==> src/rtl/vx_sched_pkg.sv <==
// rtl/vx_sched_pkg.sv - shared types and constants for the warp scheduler
package vx_sched_pkg;

    localparam int unsigned PC_INC = 4;

    localparam int SCHED_UUID_W  = 16;
    localparam int SCHED_NW_W    = 2;
    localparam int SCHED_TMASK_W = 4;
    localparam int SCHED_XLEN    = 32;

    function automatic int nw_width(input int n);
        return (n > 1) ? $clog2(n) : 1;
    endfunction

    typedef struct packed {
        logic [SCHED_UUID_W-1:0]  uuid;
        logic [SCHED_NW_W-1:0]    wid;
        logic [SCHED_TMASK_W-1:0] tmask;
        logic [SCHED_XLEN-1:0]    pc;
    } sched_req_t;

endpackage

==> src/rtl/vx_rr_picker.sv <==
// rtl/vx_rr_picker.sv - combinational round-robin picker, search starts at ptr + 1
module vx_rr_picker
    import vx_sched_pkg::*;
#(
    parameter int NUM_WARPS = 4,
    localparam int NW_WIDTH = nw_width(NUM_WARPS)
) (
    input  logic [NUM_WARPS-1:0] req,
    input  logic [NW_WIDTH-1:0]  ptr,
    output logic                 gnt_valid,
    output logic [NW_WIDTH-1:0]  gnt_idx
);

    logic [NW_WIDTH-1:0] idx;

    // Walk offsets from farthest to nearest so the nearest requester wins.
    always_comb begin
        gnt_valid = 1'b0;
        gnt_idx   = '0;
        idx       = '0;
        for (int i = NUM_WARPS; i >= 1; i--) begin
            idx = ptr + NW_WIDTH'(i);
            if (req[idx]) begin
                gnt_valid = 1'b1;
                gnt_idx   = idx;
            end
        end
    end

endmodule

==> src/rtl/vx_warp_sched.sv <==
// rtl/vx_warp_sched.sv - round-robin warp scheduler feeding the fetch stage
module vx_warp_sched
    import vx_sched_pkg::*;
#(
    parameter int          NUM_WARPS  = 4,
    parameter int          THREAD_CNT = 4,
    parameter int          XLEN       = 32,
    parameter int          UUID_WIDTH = 16,
    parameter logic [31:0] STARTUP_PC = 32'h8000_0000,
    localparam int         NW_WIDTH   = nw_width(NUM_WARPS)
) (
    input  logic                  clk,
    input  logic                  reset_n,
    input  logic                  spawn_valid,
    input  logic [NW_WIDTH-1:0]   spawn_wid,
    input  logic [XLEN-1:0]       spawn_pc,
    input  logic [THREAD_CNT-1:0] spawn_tmask,
    input  logic                  branch_valid,
    input  logic [NW_WIDTH-1:0]   branch_wid,
    input  logic [XLEN-1:0]       branch_pc,
    input  logic [THREAD_CNT-1:0] branch_tmask,
    input  logic                  unlock_valid,
    input  logic [NW_WIDTH-1:0]   unlock_wid,
    output logic                  sched_valid,
    output logic [UUID_WIDTH-1:0] sched_uuid,
    output logic [NW_WIDTH-1:0]   sched_wid,
    output logic [THREAD_CNT-1:0] sched_tmask,
    output logic [XLEN-1:0]       sched_pc,
    input  logic                  sched_ready,
    output logic                  busy
);

    logic [NUM_WARPS-1:0]  active_r, active_n;
    logic [NUM_WARPS-1:0]  stalled_r, stalled_n;
    logic [XLEN-1:0]       pc_r    [NUM_WARPS];
    logic [XLEN-1:0]       pc_n    [NUM_WARPS];
    logic [THREAD_CNT-1:0] tmask_r [NUM_WARPS];
    logic [THREAD_CNT-1:0] tmask_n [NUM_WARPS];
    logic [NW_WIDTH-1:0]   last_wid;
    logic [UUID_WIDTH-1:0] uuid_cnt;
    logic                  gnt_valid;
    logic [NW_WIDTH-1:0]   gnt_idx;
    logic                  out_free;
    logic                  load;

    vx_rr_picker #(
        .NUM_WARPS (NUM_WARPS)
    ) u_picker (
        .req       (active_r & ~stalled_r),
        .ptr       (last_wid),
        .gnt_valid (gnt_valid),
        .gnt_idx   (gnt_idx)
    );

    assign out_free = ~sched_valid | sched_ready;
    assign load     = out_free & gnt_valid;

    // Branch overrides spawn overrides issue/unlock on the same warp.
    always_comb begin
        active_n  = active_r;
        stalled_n = stalled_r;
        pc_n      = pc_r;
        tmask_n   = tmask_r;
        for (int w = 0; w < NUM_WARPS; w++) begin
            if (branch_valid && branch_wid == NW_WIDTH'(w) && active_r[w]) begin
                pc_n[w]      = branch_pc;
                tmask_n[w]   = branch_tmask;
                stalled_n[w] = 1'b0;
                active_n[w]  = |branch_tmask;
            end else if (spawn_valid && spawn_wid == NW_WIDTH'(w) && !active_r[w]) begin
                pc_n[w]      = spawn_pc;
                tmask_n[w]   = spawn_tmask;
                stalled_n[w] = 1'b0;
                active_n[w]  = 1'b1;
            end else if (load && gnt_idx == NW_WIDTH'(w)) begin
                stalled_n[w] = 1'b1;
                pc_n[w]      = pc_r[w] + XLEN'(PC_INC);
            end else if (unlock_valid && unlock_wid == NW_WIDTH'(w)) begin
                stalled_n[w] = 1'b0;
            end
        end
    end

    always_ff @(posedge clk or negedge reset_n) begin
        if (!reset_n) begin
            active_r  <= NUM_WARPS'(1);
            stalled_r <= '0;
            for (int w = 0; w < NUM_WARPS; w++) begin
                pc_r[w]    <= (w == 0) ? XLEN'(STARTUP_PC) : '0;
                tmask_r[w] <= (w == 0) ? THREAD_CNT'(1) : '0;
            end
            busy <= 1'b1;
        end else begin
            active_r  <= active_n;
            stalled_r <= stalled_n;
            pc_r      <= pc_n;
            tmask_r   <= tmask_n;
            busy      <= |active_n;
        end
    end

    always_ff @(posedge clk or negedge reset_n) begin
        if (!reset_n) begin
            sched_valid <= 1'b0;
            sched_uuid  <= '0;
            sched_wid   <= '0;
            sched_tmask <= '0;
            sched_pc    <= '0;
            last_wid    <= NW_WIDTH'(NUM_WARPS - 1);
            uuid_cnt    <= '0;
        end else if (out_free) begin
            sched_valid <= gnt_valid;
            if (gnt_valid) begin
                sched_uuid  <= uuid_cnt;
                sched_wid   <= gnt_idx;
                sched_tmask <= tmask_r[gnt_idx];
                sched_pc    <= pc_r[gnt_idx];
                last_wid    <= gnt_idx;
                uuid_cnt    <= uuid_cnt + 1'b1;
            end
        end
    end

endmodule

==> config.mk <==
export PLATFORM = sky130hd
export DESIGN_NAME = vx_warp_sched
export DESIGN_NICKNAME = d
export VERILOG_FILES = /design/src/rtl/vx_sched_pkg.sv /design/src/rtl/vx_rr_picker.sv /design/src/rtl/vx_warp_sched.sv
export SDC_FILE = /design/constraint.sdc
export NUM_CORES = 1
export LEC_CHECK = 0
export CAP_MARGIN = 10
export CELL_PAD_IN_SITES_DETAIL_PLACEMENT = 0
export CELL_PAD_IN_SITES_GLOBAL_PLACEMENT = 1
export CORE_MARGIN = 2
export CORE_UTILIZATION = 30
export CTS_BUF_LIST = sky130_fd_sc_hd__clkbuf_8
export CTS_CLUSTER_SIZE = 24
export DETAILED_ROUTE_END_ITERATION = 12
export HOLD_SLACK_MARGIN = 0.03
export PLACE_DENSITY = 0.64
export SLEW_MARGIN = 20
export SYNTH_ARGS = -nofsm -noshare
export SYNTH_HDL_FRONTEND = slang
export SYNTH_SLANG_ARGS = --single-unit
==> constraint.sdc <==
create_clock -name clk -period 6.3 [get_ports clk]
set_input_delay 0.945 -clock clk [delete_from_list [all_inputs] [get_ports clk]]
set_output_delay 0.945 -clock clk [all_outputs]
set_load 0.01 [all_outputs]
==> flow_summary.ini, run 1 <==
[outcome]
outcome = finished clean

[detailed_routing]
drc = 0
highest_layer = met4
m1WireLength_um = 25700
num_vias = 13600
antenna_left = 0
drt-pass1-iter-count = 6
drtIter0Drc = 1350
avgRoutedWirePerCell_um = 24.7
met2WireLength_um = 24900
avgViaCountPerCell = 5.87
wl_met3_um = 5080
wl_um = 57500

[setup_path]
cp_num_buf_inv = 2
crit_path_max_fanout = 31
cp.arrival_ns = 3.98
path_cells = clkdlybuf4s50_1 > or3_1 > buf_4 > nand2_1 > a21oi_2 > o21ai_0 > o21ai_1
max_stage_delay_ns = 0.96
crit_type = primary input to flop
crit_slowest_cell = a21oi_2
cp-end-kind = flop
worstSetupStartpointType = primary input
path_delay_family = compound AO/OA/AOI/OAI gates
crit_required_ns = 6.83

[floorplan]
rows = 78
die_w_um = 217
io_pins = 140
chipHeight_um = 217
core_area_um2 = 45100
start_util_pct = 30.2
dieArea_um2 = 47100

[pwr]
combPwrFrac_pct = 43.7
ir_drop_mv = 0.215
power_frac_seq_pct = 34.9
cell_internal_pwr_w = 0.00421
leakagePower_nw = 6.63
p_per_area_nw_per_um2 = 460
p_switching_w = 0.00338
power.clock.fraction_pct = 21.4
switching_share_pct = 44.5

[yosys]
ys_ff_latch = 226
syn_area_um2 = 13600
yosysTopAreaCell = dfrtp_1
ys_seq_area_share_pct = 41.6
syn-instance-count = 1593
async_reset_ff_share_pct = 100
avgSynthCellArea_um2 = 8.54
synth_edf_count = 0
syn_nets = 1682
yosysTopAreaCellShare_pct = 40.5
synthTopCellsByArea = dfrtp_1, nand2_1, mux2i_1
ys_types = 80
yosys_warnings = 0
synth_flop_cell = dfrtp_1

[finish]
mostFrequentLayoutCells = nand2_1, dfrtp_1, clkdlybuf4s50_1
fin_util_pct = 36.6
drive_gt1_share_pct = 8.12
layout_commonest_cell = nand2_1
antenna_cells = 0
area_delta_synth_final_pct = 21.4
finish.net_count = 1783

[run]
max-cap-violations = 0

[sta]
finalHoldViolCount = 0
setup_tns_ns = 0
fin_crit_ns = 3.45
timing.final.ws_setup_ns = 2.85
fin_worst_hold_slack_ns = 0.390
rsz0062_at_grt = no
drv_slew = 0
skew_ns = 0.0221
tightest_slew_ns = 1.09
period_share_pct = 54.8
setup-violations-final = 0
max_freq_mhz = 290
slew_headroom_pct = 27.2

[clocking]
cts_root_buf = clkbuf_8
numCtsBuffers = 43
cts_max_path_buffers = 3
clk_pin_slew_ns = 0.06
htree_levels = 2
clk_latency_ns = 0.62
post-cts-setup-buffers = 0
clkSinkCount = 226
holdBufCountCts = 0
cts_tree = yes
cts_resized = 0

[global_routing]
grt_pass1_vias = 12800
grt_pass1_wl_um = 85600
track_usage_pct = 24.2
antenna_found_initial = 1
grt_max_degree = 121
overflow = 0

[placed_design]
place_congestion = 0.922
port_buffers = 139
dp_slack_ns = 2.24
hpwl_um = 40600

[hold_path]
min_path_type = primary input to asynchronous set/reset pin
==> area by class of cell <==
| class | instances | area, um2 |
|---|---|---|
| timing repair buffer | 173 | 1660 |
| tap | 600 | 751 |
| clock buffer | 53 | 729 |
| multi-input combinational | 1239 | 7470 |
| sequential | 226 | 5660 |
| clock inverter | 22 | 196 |
| fill | 4642 | 28600 |
| inverter | 11 | 41.3 |
==> power groups by stage <==
| stage | logic (W) | clock network [W] | registers, W |
|---|---|---|---|
| 6_report | 0.00332 | 0.00162 | 0.00265 |
| 5_1_grt | 0.00358 | 0.00171 | 0.00272 |
| 4_1_cts | 0.00331 | 0.00166 | 0.00262 |
| 3_5_place_dp | 0.00329 | 0 | 0.00264 |
| 3_3_place_gp | 0.00328 | 0 | 0.00264 |
| 2_1_floorplan | 0.00213 | 0 | 0.00243 |
==> flip-flops by register name (all words and copies together), names as in the netlist <==
name,cells
sched_wid,2
last_wid,2
busy,1
sched_valid,1
pc_r,128
sched_uuid,16
active_r,4
sched_tmask,4
sched_pc,32
stalled_r,4
tmask_r,16
uuid_cnt,16
==> cell families (layout without fill, tap and decap cells) <==
group / count (synthesis) / count (layout) / share of synthesized area, %
compound gates: 519 / 519 / 25.0
buf+inv: 128 / 259 / 3.88
simple gates: 600 / 600 / 21.0
xor+xnor: 50 / 50 / 3.22
fa+ha+maj: 5 / 5 / 0.460
flops: 226 / 226 / 41.6
mux: 65 / 65 / 4.81
==> layer usage <==
metal	GRT usage, %	up-vias
met1	35.5	6734
met2	35.4	640
met3	4.51	93
met4	8.20	0
li1	-	6174
met5	0	-
==> synth_stat cells (16+ instances only) <==
cell type and instances:
o22ai_1 40, a31oi_1 42, dfrtp_1 220, a21oi_1 121, o21ai_1 43, o21ai_0 63, nor3_1 22, o221ai_1 45
xnor2_1 28, o211ai_1 18, nand3_1 57, nand2_1 256, buf_2 16, xor2_1 22, and3_1 25, clkbuf_1 83
mux2i_1 62, nand4_1 32, a22oi_1 37, nor2_1 108, a211oi_1 25
==> worst register-to-register path, cell delays in order (launching register included) <==
cell and delay [ns]:
dfrtp_1 0.41, nand2b_1 0.24, o31ai_1 0.48, a211o_2 0.62
buf_4 0.62, o21ai_1 0.49, o22a_1 0.33
==> metrics by stage <==
stage | cell area [um2] | power, W | instances
finish | 16500 | 0.00759 | 2324
global route | 16500 | 0.00801 | 2324
CTS | 16500 | 0.00759 | 2324
detailed placement | 15600 | 0.00593 | 2249
global placement | 15600 | 0.00592 | 2249
floorplan | 13600 | 0.00456 | 1593
==> worst paths after layout <==
| kind | cells after the start | from | to | slack (ns) |
|---|---|---|---|---|
| max | 7 | spawn_wid[1] | pc_r[104] | 2.85 |
| min reg2reg | 2 | tmask_r[12] | tmask_r[12] | 0.46 |
| max reg2reg | 6 | stalled_r[1] | pc_r[111] | 2.97 |
| max in group asynchronous | 2 | reset_n | pc_r[59] | 4.61 |
| min | 1 | reset_n | sched_pc[0] | 0.39 |
| min in group clk | 2 | tmask_r[12] | tmask_r[12] | 0.46 |
(Power assumes the default switching activity.)
==> inputs of run 2 (changes only) <==
Settings changed: PLACE_DENSITY 0.64 to 0.66.
Clock period 6.3 ns to 2.9 ns, I/O delays scaled along.
==> flow_summary.ini, run 2 (synthesis gave the netlist of run 1 again) <==
[outcome]
outcome = finished clean

[sta]
slew_headroom_pct = 24.7
tightest_slew_ns = 1.13
drv_slew = 0
max_freq_mhz = 369
skew_ns = 0.0364
setup_tns_ns = 0
period_share_pct = 93.4
finalHoldViolCount = 0
fin_crit_ns = 2.71
timing.final.ws_setup_ns = 0.191
rsz0062_at_grt = no
setup-violations-final = 0

[setup_path]
crit_slowest_cell = a21oi_2
path_cells = nand2b_1 > and2_1 > o211a_2 > a21oi_2 > buf_4 > a21oi_1 > a21oi_1
crit_path_max_fanout = 20
crit_type = flop to flop
cp-end-kind = flop
r2r_slack_ns = 0.19
cpMostUsedCell = a21oi_1
worstSetupStartpointType = flop
max_stage_delay_ns = 0.88
r2r_start = active_r[0]
crit_required_ns = 3.44
cp.arrival_ns = 3.25
setup.worst_path.start = active_r[0]
rr_endpoint = pc_r[40]
reg2regPathDepth = 7

[clocking]
htree_levels = 2
cts_tree = yes
numCtsBuffers = 45
clk_latency_ns = 0.64
cts_root_buf = clkbuf_8
cts_max_path_buffers = 3
clk_pin_slew_ns = 0.06
cts_resized = 0
clkSinkCount = 226

[pwr]
p_per_area_nw_per_um2 = 988
ir_drop_mv = 0.543
leakagePower_nw = 6.99
power_w = 0.0168

[placed_design]
place_congestion = 0.936
hpwl_um = 43400
port_buffers = 139
placed_area_um2 = 16200
dp_slack_ns = 0.108

[detailed_routing]
drtIter0Drc = 1633
avgViaCountPerCell = 5.86
drt-pass1-iter-count = 6
antenna_left = 0
avgRoutedWirePerCell_um = 25.0
wl_um = 59900
drc = 0
num_vias = 14100

[global_routing]
overflow = 0
grt_pass1_vias = 13400
grt_pass1_wl_um = 88700
track_usage_pct = 25.2
grt_max_degree = 70
antenna_found_initial = 0

[floorplan]
io_pins = 140
start_util_pct = 30.2
chipHeight_um = 217
die_w_um = 217
core_area_um2 = 45100
rows = 78
dieArea_um2 = 47100

[finish]
area_delta_synth_final_pct = 25.2
layout_commonest_cell = nand2_1
reg_top3 = pc_r x128, sched_pc x32
mostFrequentLayoutCells = nand2_1, dfrtp_1, clkdlybuf4s50_1
drive_gt1_share_pct = 11.1
fin_area_um2 = 17000
regArea_um2 = 5660
top_register = pc_r
finish.net_count = 1855
fin_util_pct = 37.8
multi_input_area_um2 = 7460
antenna_cells = 0
n_fill_cell = 4592
largest_reg_flops = 128

[run]
max-cap-violations = 0

[hold_path]
min_path_type = primary input to asynchronous set/reset pin
-- run 2: layout make-up --
type	instances	share of cell area, %
inverter	11	0.242
tap	600	4.41
timing repair buffer	243	13.5
sequential	226	33.2
multi-input combinational	1239	43.8
clock inverter	27	0.624
clock buffer	52	4.20
-- run 2: metal layers --
| metal | vias up | wire [um] | track usage (%) |
|---|---|---|---|
| met1 | 6951 | 26400 | 35.4 |
| li1 | 6324 | - | - |
| met3 | 100 | 5220 | 5.63 |
| met5 | - | 0 | 0 |
| met4 | 0 | 1790 | 7.97 |
| met2 | 679 | 26500 | 38.3 |
-- run 2: worst max path at each step --
stage / to / depth (start not counted)
floorplan: sched_pc[0] / 8
global placement: pc_r[122] / 7
detailed placement: pc_r[104] / 7
CTS: pc_r[104] / 7
global route: pc_r[40] / 8
finish: pc_r[40] / 7
-- run 2: timing repair --
action,4_1_cts,5_1_grt
hold buffers,1,0
endpoints found under the hold margin,64,0
setup endpoints to repair,0,2
buffers inserted,0,5
-- run 2: where the power goes --
group	internal [W]	switching [W]	leakage, nW
logic	0.00339	0.00455	3.77
clock network	0.00161	0.00152	0.511
registers	0.00432	0.00143	2.70
-- run 2: through the flow --
stage	std cells	hold WS, ns
after floorplan	1593	0.139
after global placement	2313	0.450
after detailed placement	2313	0.450
after CTS	2393	0.421
after global routing	2398	0.431
final	2398	0.379
-- run 2: critical path: cells and delay by family, from the launching register on --
kind            cells  cell delay [ns]
simple gates        2             0.35
buf+inv             1             0.29
flops               1             0.58
compound gates      4             1.37
==> inputs of run 3 (changes only) <==
Settings changed: GPL_ROUTABILITY_DRIVEN set to 0.
==> flow_summary.ini, run 3 (synthesis gave the netlist of run 1 again) <==
[clocking]
numCtsBuffers = 42
clkSinkCount = 226
cts_resized = 0
clk_pin_slew_ns = 0.06
cts_root_buf = clkbuf_8
post-cts-setup-buffers = 0
clk_latency_ns = 0.62
cts_tree = yes
htree_levels = 2
cts_max_path_buffers = 3

[pwr]
ir_drop_mv = 0.682
p_per_area_nw_per_um2 = 979
leakagePower_nw = 6.92
power_w = 0.0166

[finish]
top_register = pc_r
drive_gt1_share_pct = 10.7
largest_reg_flops = 128
layout_commonest_cell = nand2_1
instances_no_fill = 2383
finish.net_count = 1841
reg_top3 = pc_r x128, sched_pc x32
fin_area_um2 = 17000
mostFrequentLayoutCells = nand2_1, dfrtp_1, clkdlybuf4s50_1
n_fill_cell = 4616
area_delta_synth_final_pct = 24.7

[sta]
rsz0062_at_grt = no
fin_worst_hold_slack_ns = 0.426
setup_tns_ns = 0
fin_crit_ns = 2.75
slew_headroom_pct = 47.6
max_freq_mhz = 364
finalHoldViolCount = 0
tightest_slew_ns = 0.786
drv_slew = 0
setup-violations-final = 0
period_share_pct = 94.7
skew_ns = 0.0344

[detailed_routing]
avgViaCountPerCell = 5.90
drc = 0
wl_um = 59000
antenna_left = 0
drtIter0Drc = 1508
avgRoutedWirePerCell_um = 24.8
num_vias = 14100
drt-pass1-iter-count = 5

[setup_path]
cp.arrival_ns = 3.22
crit_required_ns = 3.37
crit_type = flop to flop
cp-end-kind = flop
crit_path_max_fanout = 15
worstSetupStartpointType = flop

[global_routing]
overflow = 0
grt_pass1_wl_um = 87300
antenna_found_initial = 1
grt_max_degree = 80
track_usage_pct = 24.7
grt_pass1_vias = 13300

[floorplan]
die_w_um = 217
chipHeight_um = 217
core_area_um2 = 45100
rows = 78
io_pins = 140
dieArea_um2 = 47100
start_util_pct = 30.2

[run]
max-cap-violations = 0

[outcome]
outcome = finished clean

[placed_design]
hpwl_um = 42600
port_buffers = 139
place_inst = 2307
placed_area_um2 = 16100

[hold_path]
min_path_type = primary input to asynchronous set/reset pin
run 3: stage by stage:
step / utilization (%) / worst slack, ns
floorplan: - / 0.798
global placement: 35.8 / 0.165
detailed placement: 35.8 / 0.146
CTS: 37.6 / 0.104
global route: 37.6 / 0.0453
finish: 37.6 / 0.152
run 3: metal layers:
metal,part of all wire [%],GRT usage (%),up-vias
li1,-,-,6281
met1,44,34.5,6918
met2,44,37.2,723
met3,9.4,6.09,128
met4,3.2,8.15,0
met5,0,0,-
run 3: critical path, cell delays in order, from the launching register on:
cell and delay, ns:
dfstp_2 0.58, nor2b_1 0.19, a211oi_1 0.15, a211oi_4 0.63, buf_4 0.28, a21oi_2 0.21, buf_4 0.25, o21ai_0 0.18
o21ai_1 0.09
run 3: area by class of cell:
cell class	instances	area [um2]	share of cell area, %
inverter	11	41.3	0.243
tap	600	751	4.43
timing repair buffer	232	2250	13.2
antenna	1	2.50	0.0148
multi-input combinational	1239	7460	44.0
clock inverter	23	93.8	0.553
clock buffer	51	702	4.14
sequential	226	5660	33.4
run 3: repair_timing:
item | CTS | global route
hold buffers | 1 | 0
setup endpoints to repair | 0 | 0
hold endpoints to repair | 71 | 0
run 3: final timing paths:
kind                            cells past startpoint              to          from  slack, ns
worst max-delay path                                8        pc_r[45]   active_r[0]       0.15
worst min-delay path                                2  sched_tmask[3]       reset_n       0.43
worst max register to register                      8        pc_r[45]   active_r[0]       0.15
worst min register to register                      1    uuid_cnt[15]  uuid_cnt[15]       0.47
max in group asynchronous                           3            busy       reset_n       1.64
min in group clk                                    1    uuid_cnt[15]  uuid_cnt[15]       0.47
run 3: where the power goes:
part	switching, W	internal (W)	leakage (nW)
clock	0.00148	0.00158	0.480
sequential	0.00142	0.00432	2.70
combinational	0.00452	0.00329	3.73
total	0.00741	0.00919	6.92
